### config.mk
export PLATFORM = sky130hd
export DESIGN_NAME = calc_sequencer_flat
export DESIGN_NICKNAME = d
export VERILOG_FILES = /design/src/rtl/calc_pkg.sv /design/src/rtl/calc_sequencer_if.sv /design/src/rtl/key_conditioner.sv /design/src/rtl/calc_sequencer.sv /design/src/flat_wrapper.sv
export SDC_FILE = /design/constraint.sdc
export NUM_CORES = 1
export LEC_CHECK = 0
export BUFFER_PORTS_ARGS = -buffer_cell sky130_fd_sc_hd__buf_2
export CAP_MARGIN = 30
export CORE_MARGIN = 2
export CORE_UTILIZATION = 40
export DETAILED_ROUTE_END_ITERATION = 10
export GPL_ROUTABILITY_DRIVEN = 0
export PLACE_DENSITY = 0.67
export SLEW_MARGIN = 5
export SYNTH_ARGS = -nofsm -noshare
export SYNTH_HDL_FRONTEND = slang
export SYNTH_SLANG_ARGS = --single-unit
### constraint.sdc
create_clock -name clk -period 5.4 [get_ports clk]
set_input_delay 1.08 -clock clk [delete_from_list [all_inputs] [get_ports clk]]
set_output_delay 1.08 -clock clk [all_outputs]
set_load 0.005 [all_outputs]
### src/rtl/calc_pkg.sv
// Shared types and constants for the calculator sequencer: FSM states,
// ALU operation encodings and keypad codes.
package calc_pkg;

    typedef enum logic [2:0] {
        ST_ENTER_A = 3'd0,
        ST_ENTER_B = 3'd1,
        ST_EXEC    = 3'd2,
        ST_SHOW    = 3'd3,
        ST_ERR     = 3'd4
    } state_t;

    localparam logic [1:0] OP_ADD = 2'b00;
    localparam logic [1:0] OP_SUB = 2'b01;
    localparam logic [1:0] OP_MUL = 2'b10;
    localparam logic [1:0] OP_DIV = 2'b11;

    localparam logic [3:0] KEY_ADD = 4'hA;
    localparam logic [3:0] KEY_SUB = 4'hB;
    localparam logic [3:0] KEY_MUL = 4'hC;
    localparam logic [3:0] KEY_DIV = 4'hD;
    localparam logic [3:0] KEY_EQ  = 4'hE;
    localparam logic [3:0] KEY_CLR = 4'hF;

    function automatic logic is_digit(input logic [3:0] k);
        return k <= 4'd9;
    endfunction

    function automatic logic is_op(input logic [3:0] k);
        return (k >= KEY_ADD) && (k <= KEY_DIV);
    endfunction

    function automatic logic [1:0] key_to_op(input logic [3:0] k);
        case (k)
            KEY_SUB: return OP_SUB;
            KEY_MUL: return OP_MUL;
            KEY_DIV: return OP_DIV;
            default: return OP_ADD;
        endcase
    endfunction

endpackage

### src/rtl/calc_sequencer_if.sv
// Sequencer <-> ALU request/completion bundle.
interface calc_sequencer_if #(parameter int W = 10);

    // alu_start is a one-cycle request with alu_a/alu_b/alu_op stable while it
    // is high; alu_done is a one-cycle completion and alu_result/alu_err are
    // only meaningful in that cycle. There is no backpressure in either direction.
    logic [W-1:0] alu_a;
    logic [W-1:0] alu_b;
    logic [1:0]   alu_op;
    logic         alu_start;
    logic         alu_done;
    logic [W-1:0] alu_result;
    logic         alu_err;

    modport master (
        output alu_a, alu_b, alu_op, alu_start,
        input  alu_done, alu_result, alu_err
    );

    modport slave (
        input  alu_a, alu_b, alu_op, alu_start,
        output alu_done, alu_result, alu_err
    );

endinterface

### src/rtl/key_conditioner.sv
// Keypad synchronizer and rising-edge event generator; the optional debounce
// filter is built when CALC_DEBOUNCE_EN is defined.
module key_conditioner #(
    parameter int DEBOUNCE_CYCLES = 16
) (
    input  logic       clk,
    input  logic       rst_n,
    input  logic       key_pressed,
    input  logic [3:0] keypad_out,
    output logic       key_evt,
    output logic [3:0] key_code
);

    logic [1:0] key_sync;
    logic [3:0] code_s1;
    logic [3:0] code_s2;

    always_ff @(posedge clk or negedge rst_n) begin
        if (!rst_n) begin
            key_sync <= '0;
            code_s1  <= '0;
            code_s2  <= '0;
        end else begin
            key_sync <= {key_sync[0], key_pressed};
            code_s1  <= keypad_out;
            code_s2  <= code_s1;
        end
    end

`ifdef CALC_DEBOUNCE_EN
    localparam int CW = $clog2(DEBOUNCE_CYCLES + 1);

    logic [CW-1:0] db_cnt;
    logic          key_level;
    logic          key_level_d;
    logic [3:0]    code_hold;

    // key_level follows the synchronized strobe only after DEBOUNCE_CYCLES
    // consecutive samples that disagree with it; any agreeing sample restarts.
    always_ff @(posedge clk or negedge rst_n) begin
        if (!rst_n) begin
            db_cnt      <= '0;
            key_level   <= 1'b0;
            key_level_d <= 1'b0;
            code_hold   <= '0;
        end else begin
            key_level_d <= key_level;
            if (key_sync[1] == key_level) begin
                db_cnt <= '0;
            end else if (db_cnt == CW'(DEBOUNCE_CYCLES - 1)) begin
                db_cnt    <= '0;
                key_level <= key_sync[1];
                if (key_sync[1]) code_hold <= code_s2;
            end else begin
                db_cnt <= db_cnt + 1'b1;
            end
        end
    end

    assign key_evt  = key_level & ~key_level_d;
    assign key_code = code_hold;
`else
    localparam int db_cycles_unused = DEBOUNCE_CYCLES;

    logic key_prev;

    always_ff @(posedge clk or negedge rst_n) begin
        if (!rst_n) key_prev <= 1'b0;
        else        key_prev <= key_sync[1];
    end

    assign key_evt  = key_sync[1] & ~key_prev;
    assign key_code = code_s2;
`endif

endmodule

### src/rtl/calc_sequencer.sv
// Calculator key sequencer: builds operands from keypad digits and drives the
// ALU handshake. Define CALC_DEBOUNCE_EN to add key debouncing.
module calc_sequencer
    import calc_pkg::*;
#(
    parameter int W               = 10,
    parameter int DEBOUNCE_CYCLES = 16
) (
    input  logic             clk,
    input  logic             rst_n,
    input  logic             key_pressed,
    input  logic [3:0]       keypad_out,
    calc_sequencer_if.master alu,
    output logic [W-1:0]     reg_display,
    output logic             err,
    output state_t           state_dbg
);

    localparam logic [W+3:0] TEN     = (W+4)'(10);
    localparam logic [W+3:0] ACC_MAX = {4'b0, {W{1'b1}}};

    logic       key_evt;
    logic [3:0] key_code;
    state_t     state;

    key_conditioner #(.DEBOUNCE_CYCLES(DEBOUNCE_CYCLES)) u_keys (
        .clk         (clk),
        .rst_n       (rst_n),
        .key_pressed (key_pressed),
        .keypad_out  (keypad_out),
        .key_evt     (key_evt),
        .key_code    (key_code)
    );

    // A digit that would push the operand past W bits is dropped.
    function automatic logic [W-1:0] append_digit(input logic [W-1:0] acc,
                                                  input logic [3:0]   d);
        logic [W+3:0] ext;
        ext = {4'b0, acc} * TEN + {{W{1'b0}}, d};
        return (ext > ACC_MAX) ? acc : ext[W-1:0];
    endfunction

    always_ff @(posedge clk or negedge rst_n) begin
        if (!rst_n) begin
            state         <= ST_ENTER_A;
            alu.alu_a     <= '0;
            alu.alu_b     <= '0;
            alu.alu_op    <= OP_ADD;
            alu.alu_start <= 1'b0;
        end else begin
            alu.alu_start <= 1'b0;
            if (key_evt && key_code == KEY_CLR) begin
                state      <= ST_ENTER_A;
                alu.alu_a  <= '0;
                alu.alu_b  <= '0;
                alu.alu_op <= OP_ADD;
            end else begin
                case (state)
                    ST_ENTER_A: begin
                        if (key_evt && is_digit(key_code)) begin
                            alu.alu_a <= append_digit(alu.alu_a, key_code);
                        end else if (key_evt && is_op(key_code)) begin
                            alu.alu_op <= key_to_op(key_code);
                            alu.alu_b  <= '0;
                            state      <= ST_ENTER_B;
                        end
                    end
                    ST_ENTER_B: begin
                        if (key_evt && is_digit(key_code)) begin
                            alu.alu_b <= append_digit(alu.alu_b, key_code);
                        end else if (key_evt && is_op(key_code)) begin
                            alu.alu_op <= key_to_op(key_code);
                        end else if (key_evt && key_code == KEY_EQ) begin
                            alu.alu_start <= 1'b1;
                            state         <= ST_EXEC;
                        end
                    end
                    ST_EXEC: begin
                        if (alu.alu_done) begin
                            if (alu.alu_err) begin
                                state <= ST_ERR;
                            end else begin
                                alu.alu_a <= alu.alu_result;
                                state     <= ST_SHOW;
                            end
                        end
                    end
                    ST_SHOW: begin
                        if (key_evt && is_digit(key_code)) begin
                            alu.alu_a <= W'(key_code);
                            state     <= ST_ENTER_A;
                        end else if (key_evt && is_op(key_code)) begin
                            alu.alu_op <= key_to_op(key_code);
                            alu.alu_b  <= '0;
                            state      <= ST_ENTER_B;
                        end
                    end
                    ST_ERR:  state <= ST_ERR;
                    default: state <= ST_ENTER_A;
                endcase
            end
        end
    end

    always_comb begin
        reg_display = alu.alu_a;
        case (state)
            ST_ENTER_B, ST_EXEC: reg_display = alu.alu_b;
            ST_ERR:              reg_display = {W{1'b1}};
            default:             reg_display = alu.alu_a;
        endcase
    end

    assign err       = (state == ST_ERR);
    assign state_dbg = state;

endmodule
### src/flat_wrapper.sv
// flat-port wrapper written by rule: the top's interface ports become plain ports
module calc_sequencer_flat import calc_pkg::*;
#(
    parameter int W               = 10,
    parameter int DEBOUNCE_CYCLES = 16
)
  (clk, rst_n, key_pressed, keypad_out, reg_display, err, state_dbg, alu_alu_a, alu_alu_b, alu_alu_op, alu_alu_start, alu_alu_done, alu_alu_result, alu_alu_err);
  calc_sequencer_if #(.W(W)) alu_i ();
  input  logic clk;
  input  logic rst_n;
  input  logic key_pressed;
  input  logic [3:0] keypad_out;
  output logic [W-1:0] reg_display;
  output logic err;
  output state_t state_dbg;
  output wire logic [$bits(alu_i.alu_a)-1:0] alu_alu_a;
  output wire logic [$bits(alu_i.alu_b)-1:0] alu_alu_b;
  output wire logic [$bits(alu_i.alu_op)-1:0] alu_alu_op;
  output wire logic [$bits(alu_i.alu_start)-1:0] alu_alu_start;
  input wire logic [$bits(alu_i.alu_done)-1:0] alu_alu_done;
  input wire logic [$bits(alu_i.alu_result)-1:0] alu_alu_result;
  input wire logic [$bits(alu_i.alu_err)-1:0] alu_alu_err;
  assign alu_alu_a = alu_i.alu_a;
  assign alu_alu_b = alu_i.alu_b;
  assign alu_alu_op = alu_i.alu_op;
  assign alu_alu_start = alu_i.alu_start;
  assign alu_i.alu_done = alu_alu_done;
  assign alu_i.alu_result = alu_alu_result;
  assign alu_i.alu_err = alu_alu_err;
  calc_sequencer #(.W(W), .DEBOUNCE_CYCLES(DEBOUNCE_CYCLES)) u_core (.clk(clk), .rst_n(rst_n), .key_pressed(key_pressed), .keypad_out(keypad_out), .alu(alu_i), .reg_display(reg_display), .err(err), .state_dbg(state_dbg));
endmodule
* Word-level counts from Yosys, hierarchy flattened
Index checks and enable logic that the tools add are counted.
** Operators by class
- $add $sub $neg :: 2
- $mul :: 2
- Order comparisons :: 5
- Eq/ne operators :: 23
- Mux-type cells :: 34
- Bitwise gates (word level) :: 2
- Reductions and logical operators :: 17
** Operators by type and width (count)
- 10-bit 2-to-1 mux :: 11
- 10-bit one-hot mux with 2 select lines :: 2
- 10-bit one-hot mux with 3 select lines :: 1
- 14-bit by 4-bit adder with 14-bit output :: 2
- 14-bit by 10-bit > comparator with 1-bit output (second input constant) :: 2
- 3-bit 2-to-1 mux :: 9
- 10-bit by 3-bit multiplier with 13-bit output (second input constant) :: 2
- 3-bit by 2-bit != test with 1-bit output (second input constant) :: 8
- 4-bit equality test (second input constant) :: 5
- 3-bit by 1-bit != test with 1-bit output (second input constant) :: 5
- 3-bit one-hot mux with 5 select lines :: 1
- 5-bit AND reduction :: 2
- 4-bit less-or-equal comparator (second input constant) :: 2
- 2-bit 2-to-1 mux :: 4
- 3-bit by 2-bit equality test with 1-bit output (second input constant) :: 2
- 2-bit one-hot mux with 3 select lines :: 1
- 6-bit AND reduction :: 1
- 1-bit logical AND :: 5
- 1-bit 2-to-1 mux :: 5
- 4-bit >= comparator (second input constant) :: 1
- 2-bit nonzero test :: 2
- 4-bit nonzero test :: 1
- 2-bit OR reduction :: 2
- 3-bit by 1-bit equality test with 1-bit output (second input constant) :: 1
- other kinds (8) :: 8
** Storage, ports and cells
- Bits in registers :: 37
- Input port bits :: 19
- Output and inout port bits :: 37
- Word-level logic and storage cells :: 94

* Longest topological paths before layout
- Depth in word-level cells :: 8
- Mapped depth :: 11
- Depth with buffers taken out :: 10

* Modules after synthesis
Synthesis repeated with hierarchy kept, for this count alone.
** Second synthesis, totals
- Cell total of the unflattened synthesis :: 340
- Area, all modules :: 3254.4 um2
** Modules (own cells, without submodules)
- calc_sequencer :: instances 1, cells an instance 328, area an instance 2965.3 um2, seq. area each 650.6 um2
- key_conditioner :: instances 1, cells an instance 12, area an instance 289.0 um2, seq. area each 275.3 um2

* Worst setup path before layout
Ideal clock, no wire load.
- Path kind :: reg2reg
- Start point :: reg u_core.alu.alu_b[1]
- End point :: reg u_core.alu.alu_b[0]
- Library setup time :: 0.124 ns
- Data arrival time :: 2.865 ns
- Data required time :: 5.276 ns
- Slack :: 2.411 ns
- Cell stages (with the launch flop) :: 12
- Buffers on the path :: 1
- Period minus slack after synthesis :: 2.989 ns
- Path through :: dfrtp_1 > ha_1 > ha_1 > fa_1 > a21o_1 > a311o_1 > a21oi_2 > xor2_1 > nor4_1 > o221ai_2 > buf_6 > mux2i_1
** On the way
- Word-level cells in the longest chain between the ends :: 5
** Ends and longest elaborated chain
- start: declaration :: RTL line calc_sequencer_if.sv:16 : output alu_a, alu_b, alu_op, alu_start,
- start signal: assignment :: RTL line calc_sequencer.sv:70 : alu.alu_b <= append_digit(alu.alu_b, key_code);
- 10-bit by 3-bit multiplier with 13-bit output :: RTL line calc_sequencer.sv:39 : ext = {4'b0, acc} * TEN + {{W{1'b0}}, d};
- 14-bit by 4-bit adder with 14-bit output :: RTL line calc_sequencer.sv:39
- 14-bit by 10-bit > comparator with 1-bit output :: RTL line calc_sequencer.sv:40 : return (ext > ACC_MAX) ? acc : ext[W-1:0];
- 3-bit by 2-bit != test with 1-bit output (no source line)
- 5-bit AND reduction (no source line)
No other way between the ends.
A chain may end at the register's enable or synchronous reset.

* Worst setup path in the final report
- Start point :: reg u_core.alu.alu_b[1]
- End point :: reg u_core.alu.alu_b[2]
** On the way
- Word-level cells in the longest chain between the ends :: 6
- Elaborated cells on any way between the ends :: 9
- Those cells by class :: 1 x add/sub; 1 x mul; 1 x order compare; 1 x eq/ne; 4 x mux; 1 x reduce/logical
** Ends and longest elaborated chain (RTL line)
- 10-bit by 3-bit multiplier with 13-bit output (*) :: calc_sequencer.sv:39
- 14-bit by 4-bit adder with 14-bit output (*) :: calc_sequencer.sv:39
- branches (longest 4 deep; another with 14-bit by 10-bit > comparator with 1-bit output)
Every way passes the cells marked *. The select of a mux whose other input is x is not followed.

==> results.tsv <==
stage	metric	value	unit
cts	postCtsResizedCells	0	
drt	first_pass_iters	5	
synth	synth_ff_type	dfrtp_1	
cts	cts_max_path_buffers	2	
synth	synth_cells	350	
cells_and_area	syn2layout_area_growth	14.38	%
drt	avgViaCountPerCell	5.497	
global_route	overflow	0	
worst_setup_path	cp_num_buf_inv	0	
global_route	antenna_found_initial	0	
pwr	p_comb_frac	0.664	
global_route	grt_max_degree	38	
floorplan	ios	56	
synth	synth-seq-area-share	0.2924	
worst_setup_path	timing.rr.start	u_core.alu.alu_b[1]$_DFFE_PN0P_	
worst_setup_path	arrival	3.70	ns
timing	relSlewSlack	0.4388	
cts	clk_pin_slew	0.08	ns
synth	synth_top_area_frac	0.2924	
worst_setup_path	criticalPathCategory	flip-flop to flip-flop	
worst_setup_path	end_kind	flip-flop	
drt	post_drt_wl_per_cell	15.80	um
timing	fin_crit_sh	0.6441	
worst_hold_path	worstHoldEndpoint	u_core.u_keys.key_code[3]$_DFF_PN0_	
pwr	p_leak	1.957	nW
placement	placed_area	3518	um2
drt	drc	0	
worst_hold_path	hold_class	flip-flop to flip-flop	
cells_and_area	final_cells	503	
placement	dpl.hpwl	6163	um
floorplan	die_y	92.98	um
timing	tightest_slew	0.8400	ns
synth	syn_area_per_cell	9.048	um2
worst_setup_path	crit_chain	ha_1, ha_1, fa_1, a21o_1, a311o_1, a21oi_2, xor2_1, nor4_1, o221ai_2, mux2i_1	
pwr	pwr-share-clk	0.101	
worst_hold_path	hold_start	u_core.u_keys.code_s1[3]$_DFF_PN0_	
global_route	grt_pass1_wl	13680	um
pwr	switchingPower	1.141	mW
timing	final-hold-violation-count	0	
global_route	first_global_vias	2834	
worst_setup_path	ff2ff_setup_slack	1.92	ns
cts	cts_setup_buffers	0	
worst_setup_path	max_stage_delay	0.61	ns
synth	async_flop_share	1.000	
worst_setup_path	crit_family	compound AO/OA/AOI/OAI gates	
floorplan	start_util	0.4119	
worst_hold_path	whs_path_depth	0	
cts	cts_tree	yes	
floorplan	dieWidth	92.98	um
synth	syn_area	3167	um2
pwr	p_per_area	645.3	nW/um2
drt	drt_wl_total	7947	um
worst_setup_path	cp_max_fo	10	
drt	drtIter0Drc	138	
floorplan	core_area	7687	um2
worst_setup_path	required	5.62	ns
timing	fin_tns_setup	0	ns
cts	cts_sinks	37	
synth	synth-warning-count	0	
synth	yosys-top-cells-count	nand2_1, ha_1, dfrtp_1	
global_route	grt.total_usage	0.1971	
cells_and_area	drive_gt1_frac	0.1796	
cts	cts_max_level	2	
timing	slew_viol_final	0	
synth	synthTopCellsByArea	dfrtp_1, ha_1, mux2i_1	
timing	period_needed	3.478	ns
floorplan	die_area	8644	um2
synth	post-synth-top-count-cell	nand2_1	
cells_and_area	nets	462	
placement	place_inst	496	
cells_and_area	fill_cells	775	
placement	portBuffers	55	
drt	vias	2765	
worst_setup_path	crit_path_top_delay_cell	o221ai_2	
run	cap_violations	0	
timing	max_freq	287.5	MHz
pwr	power.internal	1.197	mW
timing	clock_skew	0.009613	ns
floorplan	row_count	32	
worst_setup_path	reg2reg_depth	10	
timing	holdWs	0.3508	ns
timing	setup_violations	0	
worst_setup_path	cp-start-kind	flip-flop	
synth	synth.distinct_cells	51	
cts	clock_latency	0.30	ns
cts	cts_hold_buf	0	
timing	grt_setup_unrepaired	no	
cells_and_area	fin_area	3622	um2
cells_and_area	antennaDiodeCount	0	
pwr	irDropWorstVdd	0.2318	mV
drt	antenna_left	0	
cts	clockRootBuffer	clkbuf_8	
cts	numCtsBuffers	5	
pwr	power.share.sequential	0.235	
synth	synth_edf_count	0	
synth	syn_nets	411	
worst_setup_path	cpMostUsedCell	ha_1	
status	status	finished, final reports clean	
worst_setup_path	r2r-end	u_core.alu.alu_b[2]$_DFFE_PN0P_	
pwr	power.share.switching	0.4880	
synth	synth_top_area_cell	dfrtp_1	
synth	synth-seq-cells	37	
-- cell families after synthesis --
| group | Yosys count | synth area share |
|---|---|---|
| multiplexers | 25 | 0.07981 |
| adder cells (fa/ha/maj) | 42 | 0.1754 |
| XOR/XNOR | 24 | 0.06875 |
| flip-flops | 37 | 0.2924 |
| AO/OA/AOI/OAI | 83 | 0.1778 |
| buffers and inverters | 16 | 0.02331 |
| AND/OR/NAND/NOR | 123 | 0.1825 |
-- power by group through the flow --
stage | clock network (mW) | logic [mW] | registers (mW)
2_1_floorplan | 0 | 1.19 | 0.472
3_3_place_gp | 0 | 1.50 | 0.554
3_5_place_dp | 0 | 1.55 | 0.553
4_1_cts | 0.242 | 1.55 | 0.548
5_1_grt | 0.254 | 1.75 | 0.570
6_report | 0.236 | 1.55 | 0.549
-- stage by stage --
stage               setup WS [ns]    util  power [mW]
floorplan                   2.411       -       1.658
global placement            1.891  0.4567       2.058
detailed placement          1.952  0.4577       2.105
CTS                         1.909  0.4712       2.344
global route                1.727  0.4712       2.576
finish                      1.922  0.4712       2.337
-- worst max-delay path by stage --
stage                                                from                               to  depth (start not counted)
after detailed placement  u_core.alu.alu_b[1]$_DFFE_PN0P_  u_core.alu.alu_b[2]$_DFFE_PN0P_                         10
after floorplan           u_core.alu.alu_b[1]$_DFFE_PN0P_  u_core.alu.alu_b[0]$_DFFE_PN0P_                         11
after global placement    u_core.alu.alu_a[1]$_DFFE_PN0P_  u_core.alu.alu_a[9]$_DFFE_PN0P_                         10
after global routing      u_core.alu.alu_b[1]$_DFFE_PN0P_  u_core.alu.alu_b[0]$_DFFE_PN0P_                         10
after CTS                 u_core.alu.alu_b[1]$_DFFE_PN0P_  u_core.alu.alu_b[2]$_DFFE_PN0P_                         10
final                     u_core.alu.alu_b[1]$_DFFE_PN0P_  u_core.alu.alu_b[2]$_DFFE_PN0P_                         10
-- area by class of cell --
| class | instances | area [um2] | share of cell area |
|---|---|---|---|
| clock inverters | 2 | 35.03 | 0.009672 |
| multi-input cells | 297 | 2167 | 0.5983 |
| flip-flops and latches | 37 | 925.9 | 0.2556 |
| clock buffers | 5 | 68.82 | 0.01900 |
| inverters | 4 | 15.01 | 0.004145 |
| repair buffers | 56 | 282.8 | 0.07807 |
| well taps | 102 | 127.6 | 0.03523 |
-- state kept, by name, summed over array words and instances, names as in the netlist, 2 cells and up --
name,count
u_core.state_dbg,3
u_core.alu.alu_a,10
u_core.u_keys.key_code,4
u_core.alu.alu_op,2
u_core.alu.alu_b,10
u_core.u_keys.code_s1,4
u_core.u_keys.key_sync,2
-- metal layers --
metal  vias to the layer above  wire length (um)  global-route usage
li1                       1378                 -                   -
met1                      1302              3780              0.2706
met2                        76              3722              0.3213
met3                         9               386             0.04271
met4                         0                58             0.04167
met5                         -                 0                   0
-- cell usage in the layout (no fill, tap or decap), types with 7 or more instances in the layout --
master,instances
dfrtp_1,37
a21oi_1,17
a21o_1,7
buf_2,55
and2_1,7
nand2_1,61
nor2_1,15
xor2_1,14
nand3_1,14
xnor2_1,9
a22oi_1,8
o21ai_0,19
ha_1,38
mux2i_1,23
(Power assumes the default switching activity.)
